**config.mk**
```make
export PLATFORM = sky130hd
export DESIGN_NAME = dmem_arbiter
export DESIGN_NICKNAME = d
export VERILOG_FILES = /design/src/rtl/dmem_arb_pkg.sv /design/src/rtl/dmem_arb_pick.sv /design/src/rtl/dmem_arbiter.sv
export SDC_FILE = /design/constraint.sdc
export NUM_CORES = 1
export LEC_CHECK = 0
export ABC_AREA = 1
export ABC_CLOCK_PERIOD_IN_PS = 1500
export BUFFER_PORTS_ARGS = -buffer_cell sky130_fd_sc_hd__buf_2
export CAP_MARGIN = 10
export CORE_AREA = 10 10 97 99
export CTS_CLUSTER_DIAMETER = 100
export DETAILED_ROUTE_END_ITERATION = 10
export DIE_AREA = 0 0 107 109
export PLACE_DENSITY = 0.74
export SYNTH_ARGS = -nofsm -noshare
export SYNTH_HDL_FRONTEND = slang
export SYNTH_SLANG_ARGS = --single-unit
```
**constraint.sdc**
```tcl
create_clock -name clk -period 1.5 [get_ports clk]
set_clock_uncertainty 0.2 [all_clocks]
set_input_delay 0.225 -clock clk [delete_from_list [all_inputs] [get_ports clk]]
set_output_delay 0.225 -clock clk [all_outputs]
set_load 0.005 [all_outputs]
```
**src/rtl/dmem_arb_pkg.sv**
```systemverilog
// ----------------------------------------------------------------------------
// dmem_arb_pkg
//   Shared types and helpers for the data-memory arbiter.
//   - arb_state_t      : arbiter FSM state (idle / locked to one owner)
//   - LOCK_MAX_DEFAULT : default cycle limit for holding a lock
//   - idx_w()          : width of a requester index (at least 1 bit)
//   Configuration macro used by the arbiter: DMEM_ARB_RR_EN.
// ----------------------------------------------------------------------------
package dmem_arb_pkg;

    typedef enum logic {
        ARB_IDLE   = 1'b0,
        ARB_LOCKED = 1'b1
    } arb_state_t;

    localparam int LOCK_MAX_DEFAULT = 15;

    function automatic int idx_w(input int n);
        return (n > 1) ? $clog2(n) : 1;
    endfunction

endpackage

```
**src/rtl/dmem_arb_pick.sv**
```systemverilog
// ----------------------------------------------------------------------------
// dmem_arb_pick
//   Combinational circular priority picker. Starting at index `start` and
//   wrapping modulo N, returns the first set bit of `valid`.
//   Ports:
//     valid  in  N       candidate vector
//     start  in  IDX_W   index with highest priority
//     grant  out IDX_W   selected index (0 when none)
//     any    out 1       at least one candidate present
// ----------------------------------------------------------------------------
module dmem_arb_pick
    import dmem_arb_pkg::*;
#(
    parameter int N     = 2,
    parameter int IDX_W = idx_w(N)
) (
    input  logic [N-1:0]     valid,
    input  logic [IDX_W-1:0] start,
    output logic [IDX_W-1:0] grant,
    output logic             any
);

    always_comb begin
        int idx;
        idx   = 0;
        grant = '0;
        any   = 1'b0;
        // Walk from the farthest offset down to offset 0 so the candidate
        // closest to `start` is the one left in grant.
        for (int k = N - 1; k >= 0; k--) begin
            idx = (int'(start) + k) % N;
            if (valid[IDX_W'(idx)]) begin
                grant = IDX_W'(idx);
                any   = 1'b1;
            end
        end
    end

endmodule

```
**src/rtl/dmem_arbiter.sv**
```systemverilog
// ----------------------------------------------------------------------------
// dmem_arbiter
//   Shares a single-port data memory (combinational read, synchronous write)
//   between NREQ requesters. At most one transfer is accepted per cycle; the
//   response (read data or write ack) is registered and appears one cycle
//   after acceptance. A requester may lock the memory for read-modify-write
//   sequences; a lock not renewed or released within LOCK_MAX cycles is
//   force-released with a one-cycle arb_lock_timeout pulse.
//
//   Configuration macro DMEM_ARB_RR_EN:
//     defined   -> round-robin arbitration (search starts after last grant)
//     undefined -> fixed priority, lowest index wins
//
//   Ports:
//     clk, reset                 clock, asynchronous active-high reset
//     req_valid/we/lock   [NREQ] per-requester request, write, keep-lock
//     req_addr     [NREQ*AW]     per-requester byte address
//     req_wdata    [NREQ*DW]     per-requester write data
//     req_ready    [NREQ]        transfer accepted this cycle
//     rsp_valid    [NREQ]        one-cycle response pulse
//     rsp_rdata    [DW]          read data of the response
//     arb_lock_timeout           forced lock release pulse
//     data_mem_*                 memory-side ports
// ----------------------------------------------------------------------------
module dmem_arbiter
    import dmem_arb_pkg::*;
#(
    parameter int NREQ     = 2,
    parameter int AW       = 32,
    parameter int DW       = 32,
    parameter int LOCK_MAX = LOCK_MAX_DEFAULT
) (
    input  logic               clk,
    input  logic               reset,
    input  logic [NREQ-1:0]    req_valid,
    output logic [NREQ-1:0]    req_ready,
    input  logic [NREQ-1:0]    req_we,
    input  logic [NREQ-1:0]    req_lock,
    input  logic [NREQ*AW-1:0] req_addr,
    input  logic [NREQ*DW-1:0] req_wdata,
    output logic [NREQ-1:0]    rsp_valid,
    output logic [DW-1:0]      rsp_rdata,
    output logic               arb_lock_timeout,
    output logic               data_mem_write_enable,
    output logic [AW-1:0]      data_mem_address,
    output logic [DW-1:0]      data_mem_write_data,
    input  logic [DW-1:0]      data_mem_read_data
);

    localparam int IDX_W = idx_w(NREQ);
    localparam int CNT_W = $clog2(LOCK_MAX + 1);

    arb_state_t        state_q, state_d;
    logic [IDX_W-1:0]  owner_q, owner_d;
    logic [CNT_W-1:0]  cnt_q, cnt_d;
    logic [NREQ-1:0]   rsp_valid_q, rsp_valid_d;
    logic [DW-1:0]     rsp_rdata_q, rsp_rdata_d;

    logic [NREQ-1:0]   eligible;
    logic [NREQ-1:0]   owner_mask;
    logic [IDX_W-1:0]  start_idx;
    logic [IDX_W-1:0]  grant_idx;
    logic              grant_any;
    logic              accept;
    logic              lock_sel;
    logic              we_sel;
    logic              timeout;

    // While locked only the owner may compete.
    assign owner_mask = NREQ'(1) << owner_q;
    assign eligible   = (state_q == ARB_LOCKED) ? (req_valid & owner_mask) : req_valid;

`ifdef DMEM_ARB_RR_EN
    logic [IDX_W-1:0] ptr_q, ptr_d;

    assign start_idx = (ptr_q == IDX_W'(NREQ - 1)) ? '0 : ptr_q + IDX_W'(1);
    assign ptr_d     = accept ? grant_idx : ptr_q;

    always_ff @(posedge clk or posedge reset) begin
        if (reset) begin
            ptr_q <= IDX_W'(NREQ - 1);
        end else begin
            ptr_q <= ptr_d;
        end
    end
`else
    assign start_idx = '0;
`endif

    dmem_arb_pick #(
        .N     (NREQ),
        .IDX_W (IDX_W)
    ) u_pick (
        .valid (eligible),
        .start (start_idx),
        .grant (grant_idx),
        .any   (grant_any)
    );

    // The async reset clears state at once, but the grant path is purely
    // combinational, so it is also blanked explicitly while reset is high.
    assign accept = grant_any & ~reset;

    always_comb begin
        req_ready           = '0;
        data_mem_address    = '0;
        data_mem_write_data = '0;
        we_sel              = 1'b0;
        lock_sel            = 1'b0;
        for (int i = 0; i < NREQ; i++) begin
            if (accept && (grant_idx == IDX_W'(i))) begin
                req_ready[i]        = 1'b1;
                data_mem_address    = req_addr[i*AW +: AW];
                data_mem_write_data = req_wdata[i*DW +: DW];
                we_sel              = req_we[i];
                lock_sel            = req_lock[i];
            end
        end
    end

    assign data_mem_write_enable = we_sel;

    always_comb begin
        state_d = state_q;
        owner_d = owner_q;
        cnt_d   = cnt_q;
        timeout = 1'b0;
        case (state_q)
            ARB_IDLE: begin
                if (accept && lock_sel) begin
                    state_d = ARB_LOCKED;
                    owner_d = grant_idx;
                    cnt_d   = '0;
                end
            end
            ARB_LOCKED: begin
                // Any accept here is necessarily the owner; it takes
                // precedence over an expiring counter.
                if (accept) begin
                    cnt_d = '0;
                    if (!lock_sel) begin
                        state_d = ARB_IDLE;
                    end
                end else if (cnt_q == CNT_W'(LOCK_MAX)) begin
                    state_d = ARB_IDLE;
                    cnt_d   = '0;
                    timeout = 1'b1;
                end else begin
                    cnt_d = cnt_q + CNT_W'(1);
                end
            end
            default: begin
                state_d = ARB_IDLE;
            end
        endcase
    end

    assign arb_lock_timeout = timeout;

    always_comb begin
        rsp_valid_d = accept ? req_ready : '0;
        rsp_rdata_d = accept ? data_mem_read_data : rsp_rdata_q;
    end

    always_ff @(posedge clk or posedge reset) begin
        if (reset) begin
            state_q     <= ARB_IDLE;
            owner_q     <= '0;
            cnt_q       <= '0;
            rsp_valid_q <= '0;
            rsp_rdata_q <= '0;
        end else begin
            state_q     <= state_d;
            owner_q     <= owner_d;
            cnt_q       <= cnt_d;
            rsp_valid_q <= rsp_valid_d;
            rsp_rdata_q <= rsp_rdata_d;
        end
    end

    assign rsp_valid = rsp_valid_q;
    assign rsp_rdata = rsp_rdata_q;

endmodule

```
==> reports/metrics.cfg <==
[pwr]
leakage_nw=2.41
p_clk_share_pct=31.6
pwr_density_cell_nw_per_um2=747
power_frac_seq_pct=42.5
peakVddDrop_mv=0.737
power.switching_uw=753
p_int_mw=1.98
comb_power_share_pct=25.9
switching_share_pct=27.5

[critical_path]
startpoint_type=flip-flop
worstReg2RegStart=cnt_q[0]
worstPathCellList=ha_2 -> nand3_2 -> nor2_2 -> buf_2
cpPeakStageDelay_ps=370
worstPathRequired_ps=1070
critical_path_arrival_ps=1170
critPathTopFamily=flip-flops
cp.buffers_inverters=1
path_class=flip-flop to output pin
cp-end-kind=output pin
startpoint=cnt_q[0]
slowest_stage=dfrtp_1
cp_max_fo=2

[synth]
yosysTopAreaCell=dfrtp_1
synth-seq-cells=38
syn_inst=309
ys_async_sr_fraction_pct=100
synth.top_cells.by_count=nand2_1, inv_1, nor2_1, dfrtp_1
yosysWarnings=0
avgSynthCellArea_um2=6.71
synth.distinct_cells=17
yosysSeqAreaShare_pct=45.8
synth_edf_count=0
synth_top_cell_area_share_pct=45.8
yosysMostFrequentCell=nand2_1
netlist_area_um2=2070
synthFlopType=dfrtp_1
synth_area_leaders=dfrtp_1, nand2_1, inv_1

[clock_network]
cts_tree=built
clockRootBuffer=clkbuf_8
worstSkewPairLatency_ps=280
cts_sinks=38
cts_buffers=5
htreeDepth=2
clock_path_buffers=2
clk_pin_slew_worst_paths_ps=90

[cells_and_area]
fin_nets=712
areaGrowthSynthToFinish_pct=76.7
final_layout_size_suffix_gt1_share_pct=41.2

[place]
place_ws_ps=149
io_buffers=199
place_congestion=0.856
dp_hpwl_um=6120

[timing]
hold_viol_final=27
final.period_utilization_pct=106
timing.fmax_mhz=627
setup_ws_ps=-93.8
rsz0062_at_grt=true
maxSlewViolCount=0
setup_viol=1
maxSlewHeadroom_pct=66.5
holdWs_ps=-302
worst_pin_slew_ps=501
fin_crit_ps=1590

[global_route]
grt_pass1_wl_um=12800
grt_start_max_net_pins=52
gr-total-overflow=0
grtUsageMet3_pct=7.43
antenna_found_initial=0
grt_usage_pct=13.1
busiest_layer=met2
grt_pass1_vias=2616
gr-usage-met2_pct=22.9
grtUsageMet1_pct=13.2

[detailed_routing]
drc=0
postRouteAntennaNets=0
wl_um=8080
wl_per_cell_um=12.5
drtIter0Drc=79
via_per_inst=3.97
num_vias=2566
dr.pass1.iters=4

[floorplan]
num_rows=32
pin_count=270
die_w_um=107
dieArea_um2=11700
core_area_um2=7530
initial_utilization_pct=27.6
die_y_um=109

[run_status]
status=complete, but fails checks
violations=hold timing, setup timing

[min_path]
min_path_type=primary input to asynchronous set/reset pin

[flow_run]
drv_cap=0

[cell type report]
class                      instances  area [µm²]
clock inverter                     3        45.0
timing repair buffer             243        1460
clock buffer                       5        68.8
tap                              102         128
inverter                          69         262
sequential                        38         951
antenna                            1        2.50
fill                             712        3860
multi-input combinational        186         744
[state kept, by name, summed over array words and instances, names as in the netlist]
signal / flops
rsp_rdata: 32
rsp_valid: 1
state_q: 1
cnt_q: 4
[worst reg2reg max path, stage by stage (launching register included)]
cell	delay [ps]
dfrtp_1	390
ha_2	200
buf_4	130
buf_4	120
xnor2_1	160
o21ai_1	80
[cells in the final DEF, fill, tap and decap left out]
| cell type | count |
|---|---|
| buf_12 | 4 |
| buf_4 | 7 |
| nand3_1 | 1 |
| clkinvlp_4 | 2 |
| ha_2 | 1 |
| nand3_2 | 1 |
| diode_2 | 1 |
| nand4_1 | 1 |
| o21ai_1 | 2 |
| inv_4 | 1 |
| a21oi_4 | 1 |
| xnor2_1 | 1 |
| nor2_2 | 1 |
| clkbuf_8 | 5 |
| inv_2 | 1 |
| nor2_1 | 65 |
| dfrtp_1 | 38 |
| inv_1 | 67 |
| buf_2 | 198 |
| bufinv_16 | 1 |
| conb_1 | 2 |
| dlygate4sd3_1 | 34 |
| nand2_1 | 109 |
| nand2_2 | 1 |
[cell families after synthesis]
logic type / synth area share (%)
flops: 45.8
simple gates: 32.8
other cells: 0.181
compound gates: 1.27
fa+ha+maj: 0.603
xor+xnor: 0.422
buf+inv: 18.9
[through the flow]
step	power (mW)	TNS (ps)	area, µm²	utilization, %	std cells
floorplan	1.45	0	2080	-	310
detailed placement	1.80	0	3150	41.9	598
CTS	2.77	-106	3640	48.3	643
global route	2.91	-1140	3660	48.7	646
finish	2.74	-93.8	3660	48.7	647
global placement	1.79	0	3150	41.9	598
[layer usage]
metal | vias to the layer above | share of wire (%)
met4 | 0 | 1.3
met2 | 126 | 48
met3 | 13 | 14
met5 | - | 0
li1 | 1316 | -
met1 | 1111 | 37
[path summary, 6_finish.rpt]
path / endpoint / slack [ps] / cells past startpoint
setup / recovery: arb_lock_timeout / -90 / 4
hold / removal: rsp_rdata[28] / -300 / 2
setup reg to reg: cnt_q[2] / 110 / 5
hold reg to reg: rsp_rdata[15] / 280 / 2
max in group asynchronous: rsp_rdata[19] / 100 / 4
min in group clk: rsp_rdata[22] / 40 / 3
[power by group through the flow]
stage	combinational [mW]	clock, mW	sequential, mW
2_1_floorplan	0.264	0	1.19
3_3_place_gp	0.606	0	1.18
3_5_place_dp	0.618	0	1.18
4_1_cts	0.709	0.901	1.16
5_1_grt	0.804	0.935	1.18
6_report	0.708	0.865	1.16
[repair_timing]
action,CTS,global route
hold endpoints to repair,71,31
setup endpoints to repair,1,12
pin swaps,2,2
hold buffers,34,1
setup buffers,3,3
gates cloned,0,0
resized for setup,2,1
(Power assumes the default switching activity.)
